--- src/rtl/pdm_pkg.sv ---
// Shared constants for the PDM microphone peripheral: sample format,
// sample buffer depth and TinyQV register map offsets.
package pdm_pkg;

  localparam int unsigned PCM_WIDTH  = 16;
  localparam int unsigned FIFO_DEPTH = 8;

  localparam logic [3:0] REG_SAMPLE    = 4'h8;
  localparam logic [3:0] REG_THRESHOLD = 4'hC;
  localparam logic [3:0] REG_STATUS    = 4'h4;

endpackage

--- src/rtl/pdm_valid_edge.sv ---
// Rising-edge detector for a slow pdm_clk-domain valid level, gated by enable.
// A level already high at reset or while disabled is not treated as a new edge.
module pdm_valid_edge (
  input  logic clk,
  input  logic rst_n,
  input  logic enable,
  input  logic in_valid,
  output logic push_req
);

  logic in_valid_q;
  logic blocked;

  // blocked swallows a level that was already high when capture (re)started;
  // it clears once in_valid is seen low, so only a genuine new rise pushes.
  always_ff @(posedge clk) begin
    if (!rst_n || !enable) begin
      in_valid_q <= 1'b0;
      blocked    <= in_valid;
    end else begin
      in_valid_q <= in_valid;
      blocked    <= blocked & in_valid;
    end
  end

  assign push_req = enable & in_valid & ~in_valid_q & ~blocked;

endmodule

--- src/rtl/pdm_pcm_fifo.sv ---
// First-word-fall-through PCM sample buffer between the CIC3 decimator and the
// TinyQV register interface, with threshold interrupt and sticky overflow.
module pdm_pcm_fifo
  import pdm_pkg::*;
#(
  parameter int unsigned DEPTH = FIFO_DEPTH,
  parameter int unsigned WIDTH = PCM_WIDTH
) (
  input  logic                       clk,
  input  logic                       rst_n,
  input  logic                       enable,
  input  logic                       in_valid,
  input  logic [WIDTH-1:0]           in_data,
  input  logic                       rd_en,
  input  logic                       clr_ovf,
  input  logic [$clog2(DEPTH):0]     threshold,
  output logic [WIDTH-1:0]           rd_data,
  output logic [$clog2(DEPTH):0]     level,
  output logic                       empty,
  output logic                       full,
  output logic                       overflow,
  output logic                       irq
);

  localparam int unsigned PTR_W = $clog2(DEPTH);
  localparam int unsigned LVL_W = PTR_W + 1;

  logic [WIDTH-1:0] mem [DEPTH];
  logic [PTR_W-1:0] wr_ptr;
  logic [PTR_W-1:0] rd_ptr;
  logic             push_req;
  logic             do_push;
  logic             do_pop;

  pdm_valid_edge u_valid_edge (
    .clk      (clk),
    .rst_n    (rst_n),
    .enable   (enable),
    .in_valid (in_valid),
    .push_req (push_req)
  );

  assign empty = (level == '0);
  assign full  = (level == LVL_W'(DEPTH));

  // A full FIFO still accepts a push when the head is popped on the same edge.
  assign do_pop  = rd_en & ~empty;
  assign do_push = push_req & (~full | do_pop);

  assign rd_data = empty ? '0 : mem[rd_ptr];

  always_ff @(posedge clk) begin
    if (do_push) begin
      mem[wr_ptr] <= in_data;
    end
  end

  always_ff @(posedge clk) begin
    if (!rst_n || !enable) begin
      wr_ptr <= '0;
      rd_ptr <= '0;
      level  <= '0;
    end else begin
      if (do_push) begin
        wr_ptr <= wr_ptr + PTR_W'(1);
      end
      if (do_pop) begin
        rd_ptr <= rd_ptr + PTR_W'(1);
      end
      if (do_push && !do_pop) begin
        level <= level + LVL_W'(1);
      end else if (do_pop && !do_push) begin
        level <= level - LVL_W'(1);
      end
    end
  end

  always_ff @(posedge clk) begin
    if (!rst_n) begin
      overflow <= 1'b0;
    end else if (push_req && !do_push) begin
      overflow <= 1'b1;
    end else if (clr_ovf) begin
      overflow <= 1'b0;
    end
  end

  always_ff @(posedge clk) begin
    if (!rst_n) begin
      irq <= 1'b0;
    end else begin
      irq <= (threshold != '0) && (level >= threshold);
    end
  end

endmodule

--- config.mk ---
export PLATFORM = sky130hd
export DESIGN_NAME = pdm_pcm_fifo
export DESIGN_NICKNAME = d
export VERILOG_FILES = /design/src/rtl/pdm_pkg.sv /design/src/rtl/pdm_valid_edge.sv /design/src/rtl/pdm_pcm_fifo.sv
export SDC_FILE = /design/constraint.sdc
export NUM_CORES = 1
export LEC_CHECK = 0
export CAP_MARGIN = 15
export CORE_UTILIZATION = 61
export DETAILED_ROUTE_END_ITERATION = 8
export PLACE_DENSITY_LB_ADDON = 0.25
export RECOVER_POWER = 50
export SYNTH_ARGS = -nofsm -noshare
export SYNTH_HDL_FRONTEND = slang
export SYNTH_SLANG_ARGS = --single-unit
--- constraint.sdc ---
create_clock -name clk -period 8.5 [get_ports clk]
set_input_delay 1.7 -clock clk [delete_from_list [all_inputs] [get_ports clk]]
set_output_delay 1.7 -clock clk [all_outputs]
set_load 0.02 [all_outputs]
# Word level (Yosys, flattened, before mapping)
# Memories as Yosys holds them, arrays and structs flattened. A register that Yosys moved wholly into a read port is not among the register bits.
# Index checks and enable logic that the tools add are counted.
# W data, S select, Z words.
[word_totals]
ff_bits = 14
ram_bits = 128
inputBits = 26
output_inout_bits = 24
memories = 1
[op_classes]
add_sub_neg = 4
magnitude_cmp = 1
n_eq_ne = 1
muxes = 10
n_bitwise = 11
reduce_logical = 13
[mem_list]
columns = ["memory", "depth", "width", "read_ports", "rd_ports_with_merged_regs", "wr", "line", "rtl"]
rows = [
  ["mem", 8, 16, 1, 1, 1, "pdm_pcm_fifo.sv:28", "logic [WIDTH-1:0] mem [DEPTH];"],
]
[op_table]
columns = ["cell", "count"]
rows = [
  ["$mux W16", 1],
  ["$mux W4", 2],
  ["$add A3 B1 Y3 const B", 2],
  ["$and A1 B1 Y1", 6],
  ["$mux W3", 2],
  ["$mux W1", 5],
  ["$add A4 B1 Y4 const B", 1],
  ["$eq A4 B4 Y1 const B", 1],
  ["$ge A4 B4 Y1", 1],
  ["$logic_and A1 B1 Y1", 4],
  ["$logic_not A1 Y1", 4],
  ["$logic_not A4 Y1", 1],
  ["$not A1 Y1", 4],
  ["$reduce_bool A2 Y1", 2],
  ["$reduce_bool A4 Y1", 1],
  ["$sub A4 B1 Y4 const B", 1],
  ["$logic_or A1 B1 Y1", 1],
  ["$or A1 B1 Y1", 1],
]

# Longest topological paths before layout
[logic_depth]
depth_word = 9
ltp_mapped = 10
depth_no_buf = 10

# Modules after synthesis
# A second synthesis with hierarchy kept.
[hier_totals]
cells_unflattened = 303
area_unflattened_um2 = 5756.8
[by_module_without_submodules]
columns = ["module", "instances", "cells_per_inst", "area_per_inst_um2", "seq_area_each_um2"]
rows = [
  ["pdm_pcm_fifo", 1, 296, 5681.7, 4144.0],
  ["pdm_valid_edge", 1, 7, 75.1, 40.0],
]

# Worst setup path before layout
# Ideal clock, no wire load.
[synth_path]
path_kind = "input to register"
from = "in enable"
to = "mem mem[0][0] (netlist name) (enable)"
arrival_ns = 3.645
required_ns = 8.070
slack_ns = 4.425
path_stages = 3
path_buffers = 0
cell_sequence = "and4bb_2 o21ai_4 nor4_1"
[synth_between]
elab_chain_cells = 6
[synth_lines]
columns = ["item", "line", "rtl"]
rows = [
  ["from (decl)", "pdm_pcm_fifo.sv:11", "input logic enable,"],
  ["$and A1 B1 Y1 (3 in a row)", "pdm_valid_edge.sv:26", "assign push_req = enable & in_valid & ~in_valid_q & ~blocked;"],
  ["$and A1 B1 Y1", "pdm_pcm_fifo.sv:48", "assign do_push = push_req & (~full | do_pop);"],
  ["$mux W1", "pdm_pcm_fifo.sv:53", "if (do_push) begin"],
  ["$mux W1 (not written as such)", "pdm_pcm_fifo.sv:54", "mem[wr_ptr] <= in_data;"],
  ["to (decl)", "pdm_pcm_fifo.sv:28", ""],
]
# No other way between the ends.

==> results.md <==
* Clock Latency Late Sink at 0.52 ns
* Hold Path Depth at 1
* Metal-1 WL at 4.60 mm
* CP max stage delay at 0.60 ns
* Top FF cell, synth: edfxtp_1
* Final max-slew violation count at 0
* Dominant cell by count in the synthesized netlist: edfxtp_1
* Drt via density at 6.00
* Largest net degree at the start of global routing at 33
* Setup TNS at 0 ns
* Routed wl met3 at 477 µm
* Crit Path Class: reg -> out
* Metal2 WL at 5.33 mm
* Die height at 99.1 µm
* Initial antenna violation count at 0
* Count of input and output buffers at 49
* First-pass GRT wire length at 16.6 mm
* Slew margin rel. at 0.0213
* DRC viols at 0
* Ant diodes at 0
* Area contributors post-synth: edfxtp_1, mux4_2, dfxtp_1
* WP depth at 5
* Row Count at 35
* Share of cells above drive strength 1 at 0.212
* Crit path capture type: output pin
* Yosys cell types at 37
* Final number of setup-violating endpoints at 0
* Endpoints failing hold at 0
* Die area at 9830 µm²
* Worst path slowest cell: mux4_2
* Synth async-reset ratio at 0
* GP Congestion at 0.736
* Drt pass-1 iters at 4
* Post-placement cell count at 456
* P_int at 1290 µW
* Grt ovf at 0
* Maximum vdd drop at 0.136 mV
* Crit share post-route at 0.524
* Via Count at 2927
* Starting DRC count in detailed routing at 209
* Overall Global Routing Usage at 0.242
* Buffer count from post-CTS setup fixing at 0
* DP HPWL at 6.06 mm
* Syn Nets at 337
* Post-synth EDFFs at 128
* Final worst setup slack at 4.05 ns
* Unrepaired setup endpoints after global routing: false
* Layout fillers at 530
* Nets at 400
* Clock buffer depth at 2
* Worst hold path class: reg -> reg
* Mean area per synthesized cell at 19.1 µm²
* Vias in the first global route at 3072
* Synthesized instance count at 301
* Hold wc startpoint: u_valid_edge.blocked
* Crit-path cells: buf_4 > mux4_2 > mux2i_1 > nor2_1 > clkdlybuf4s50_1
* Share of the synthesized area in the top cell type at 0.668
* Clock skew at 0.0124 ns
* IO Pins at 50
* Sequential fraction of the synthesis area at 0.727
* Pwr dens at 236 nW/µm²
* Required @ worst endpoint at 6.80 ns
* Hold_buf cts at 0
* Clock share of power at 0.448
* Worst EP arrival at 2.75 ns
* H-Tree Depth at 4
* Slew @ Worst Pin at 1.45 ns
* DR top layer: met4
* Core area at 9200 µm²
* WL final at 10.6 mm
* Max cap viols at 0
* #FFs+latches synth at 145
* Critical Path Fanout Max at 32
* CTS buffer count at 17
* Area delta synth->final at 21.8%
* NetSw at 364 µW
* Final Critical Period at 4.45 ns
* Share of power burned in registers at 0.475
* Net Sw Frac at 0.220
* Setup WS pre-CTS at 4.23 ns
* Antenna-violating nets left at 0
* Crit path buffers/inverters at 2
* RR Startpoint: level[0]
* Worst-path clk slew at 0.07 ns
* Synth cell count leaders: edfxtp_1, nor2_1, mux4_2
* Mapped Area at 5750 µm²
* Status: complete, no violations
* Lkg Pwr at 0.00225 µW
* Final total power at 1650 µW
* Wirelength per Cell at 21.7 µm
* Clock sink count at 145
* Reg2Reg Setup Slack at 4.86 ns
* Finished Layout Cells at 488
* Largest area contributor in the netlist: edfxtp_1
* Worst reg2reg endpoint: level[3]
* Root buffer cell: clkbuf_8
* Combinational power share at 0.077
* Starting Density at 0.626
* CTS tree: built
* Crit-path leading delay family: buffers and inverters
* Die width at 99.1 µm
* FMAX at 225 MHz
* Endpoint, Worst Hold: u_valid_edge.blocked
* Yosys warnings at 0
* CTS resizes at 0
* Register-to-Register Path Depth at 10
* Crit start category: register
## layout by cell type, fill, tap and decap left out, types with 6 or more instances in the layout
cell type        Yosys  routed
inv_1                6       6
mux4_2              32      32
edfxtp_1           128     128
buf_4                4       6
dlygate4sd3_1        0      20
mux2i_1             18      18
nor2_1              33      33
dfxtp_1             17      15
ha_1                 9       9
clkbuf_16            0      16
clkdlybuf4s50_1      0      29
## per-stage QoR
| stage | hold slack (ns) | utilization | cell area [µm²] |
|---|---|---|---|
| finish | 0.481 | 0.762 | 7010 |
| global route | 0.515 | 0.762 | 7010 |
| CTS | 0.474 | 0.764 | 7030 |
| detailed placement | 0.458 | 0.699 | 6430 |
| global placement | 0.441 | 0.699 | 6430 |
| floorplan | 0.433 | - | 5750 |
## registers in the layout, summed over array words and instances (netlist names), named ones only
signal / count
mem: 128
rd_ptr: 3
u_valid_edge.in_valid_q: 1
wr_ptr: 3
irq: 1
u_valid_edge.blocked: 1
overflow: 1
level: 4
## cell type report
class                   count  area, µm²  area share
well taps                 111        139      0.0198
clock buffers              17        414      0.0591
multi-input cells         137       1520       0.217
repair buffers             56        539      0.0769
flip-flops and latches    145       4190       0.597
inverters                   7       28.8     0.00410
clock inverters            15        183      0.0261
## how the worst max path moves through the flow
stage | start | to | slack, ns
after CTS | register | rd_data[5] | 3.98
after global placement | enable | mem[7][1] | 4.30
after floorplan | enable | mem[0][0] | 4.42
after global routing | register | rd_data[5] | 3.85
after detailed placement | enable | mem[6][4] | 4.23
final | register | rd_data[5] | 4.05
## power groups by stage
| stage | sequential (µW) | clock (µW) | combinational [µW] |
|---|---|---|---|
| 2_1_floorplan | 802 | 0 | 68.3 |
| 3_5_place_dp | 801 | 0 | 130 |
| 6_report | 786 | 741 | 127 |
| 5_1_grt | 787 | 776 | 137 |
| 4_1_cts | 786 | 745 | 131 |
| 3_3_place_gp | 801 | 0 | 128 |
## metal layers
metal  global-route usage  up-vias
li1                     -     1323
met1                0.329     1512
met2                0.379       77
met3               0.0710       15
met4               0.0905        0
met5                    0        -
## cell families after synthesis
family                   Yosys count  share of synthesized area
multiplexers                      50                      0.157
XOR/XNOR                           6                     0.0104
adder cells (fa/ha/maj)           10                     0.0230
AND/OR/NAND/NOR                   58                     0.0507
flip-flops                       145                      0.727
buffers and inverters             19                     0.0157
AO/OA/AOI/OAI                     13                     0.0165
Power figures use the tool's default switching activity.
==> patch, RTL diff (config.mk and constraints unchanged) <==
`PCM_WIDTH`: 16 -> 32.
--- a/src/rtl/pdm_pkg.sv
+++ b/src/rtl/pdm_pkg.sv
@@ -2,7 +2,7 @@
 // sample buffer depth and TinyQV register map offsets.
 package pdm_pkg;
 
-  localparam int unsigned PCM_WIDTH  = 16;
+  localparam int unsigned PCM_WIDTH  = 32;
   localparam int unsigned FIFO_DEPTH = 8;
 
   localparam logic [3:0] REG_SAMPLE    = 4'h8;
Ports: changed (resized in_data and rd_data); port bits go from 50 to 82. No check against the original RTL was run, so the function may have changed too.
==> patch against the original RTL <==
Setup slack worse by 0.60 ns; synthesized area increased by 84%; global-route usage decreased by 0.34 points; via count increased by 76%; sequential cell count rose by 128; clock skew hardly changed; highest routed layer is now met5; total power grew 72%; fmax is 12% lower; design area grew 79%; routed wire length grew 90%; the run now ends with capacitance limit, slew limit left.
==> patch: results (changes against the original RTL) <==
failing checks: capacitance limit, slew limit
Num CTS Buffers: 27 (was 17)
Final HPWL DP: 10900 um (was 6060 um)
Sw Pwr: 596 uW (was 364 uW)
routed vias/inst: 6.09 (was 6.00)
Synth top cells by count: edfxtp_1 (256), mux4_2 (64), nor2_1 (49), mux2i_1 (34), dfxtp_1 (17) (was edfxtp_1 (128), nor2_1 (33), mux4_2 (32), mux2i_1 (18), dfxtp_1 (17))
multi-input combinational area share: 0.195 (was 0.217)
CTS root buf: clkbuf_16 (was clkbuf_8)
Max-Cap Viols: 1 (was 0)
initial antenna violation count: 1 (was 0)
share of cells above drive strength 1: 0.208 (was 0.212)
Max Used Layer: met5 (was met4)
routability congestion estimate: 0.724 (was 0.736)
Slew @ Worst Pin: 2.23 ns (was 1.45 ns)
Seq. pwr: 1.49 mW (was 786 uW)
initial drt markers: 372 (was 209)
CLK BUF: 33 (was 17)
clock network share of area: 0.0685 (was 0.0851)
Critical Path End: rd_data[13] (was rd_data[5])
DP Area: 11700 sq um (was 6430 sq um)
ranking of synthesized cells by area: edfxtp_1 (73%), mux4_2 (14%), dfxtp_1 (3.2%) (was edfxtp_1 (67%), mux4_2 (13%), dfxtp_1 (5.9%))
net count after synthesis: 556 (was 337)
NonClk Buf Share: 0.0721 (was 0.0769)
clk sinks: 273 (was 145)
Tmin final: 5.05 ns (was 4.45 ns)
VDD IR-drop max: 0.186 mV (was 0.136 mV)
status: finished with violations (was complete, no violations)
fin. max-slew vios: 33 (was 0)
met3 wire len: 1220 um (was 477 um)
Seq/Total Area, Yosys: 0.758 (was 0.727)
Crit Path Max Fanout: 53 (was 32)
hold slack: 0.475 ns (was 0.481 ns)
crit path DAT: 3.35 ns (was 2.75 ns)
number of flops mapped to enable cells by yosys: 256 (was 128)
Placed Cells: 795 (was 456)
[patch: cell types whose count changed in the layout (fill, tap and decap cells not counted), moves of 6 or more]
cell	unedited run	this run
mux4_2	32	64
mux2i_1	18	34
dlygate4sd3_1	20	37
clkbuf_16	16	27
clkbuf_1	1	7
edfxtp_1	128	256
clkdlybuf4s50_1	29	44
clkinv_2	0	8
buf_4	6	12
nor2_1	33	48
[patch: cells by family (layout without fill, tap and decap cells)]
group,count (synthesis),in the layout
xor gates and xnor gates,6,6
DFF,273,273
muxes,98,98
and+or+nand+nor,74,74
adders and majority gates,10,10
buffers and inverters,30,150
AOI/OAI and AO/OA,13,13
[patch: routing by layer]
metal  up-vias  track usage
met5         -            0
met4         2       0.0758
met3        41       0.0348
met2       186        0.404
met1      2660        0.325
li1       2251            -
[patch: critical path, stage by stage, from the launching register on]
cell	delay, ns
dfxtp_4	0.49
buf_4	0.84
mux4_2	0.62
mux2i_1	0.21
nor2_1	0.07
clkdlybuf4s50_1	0.55
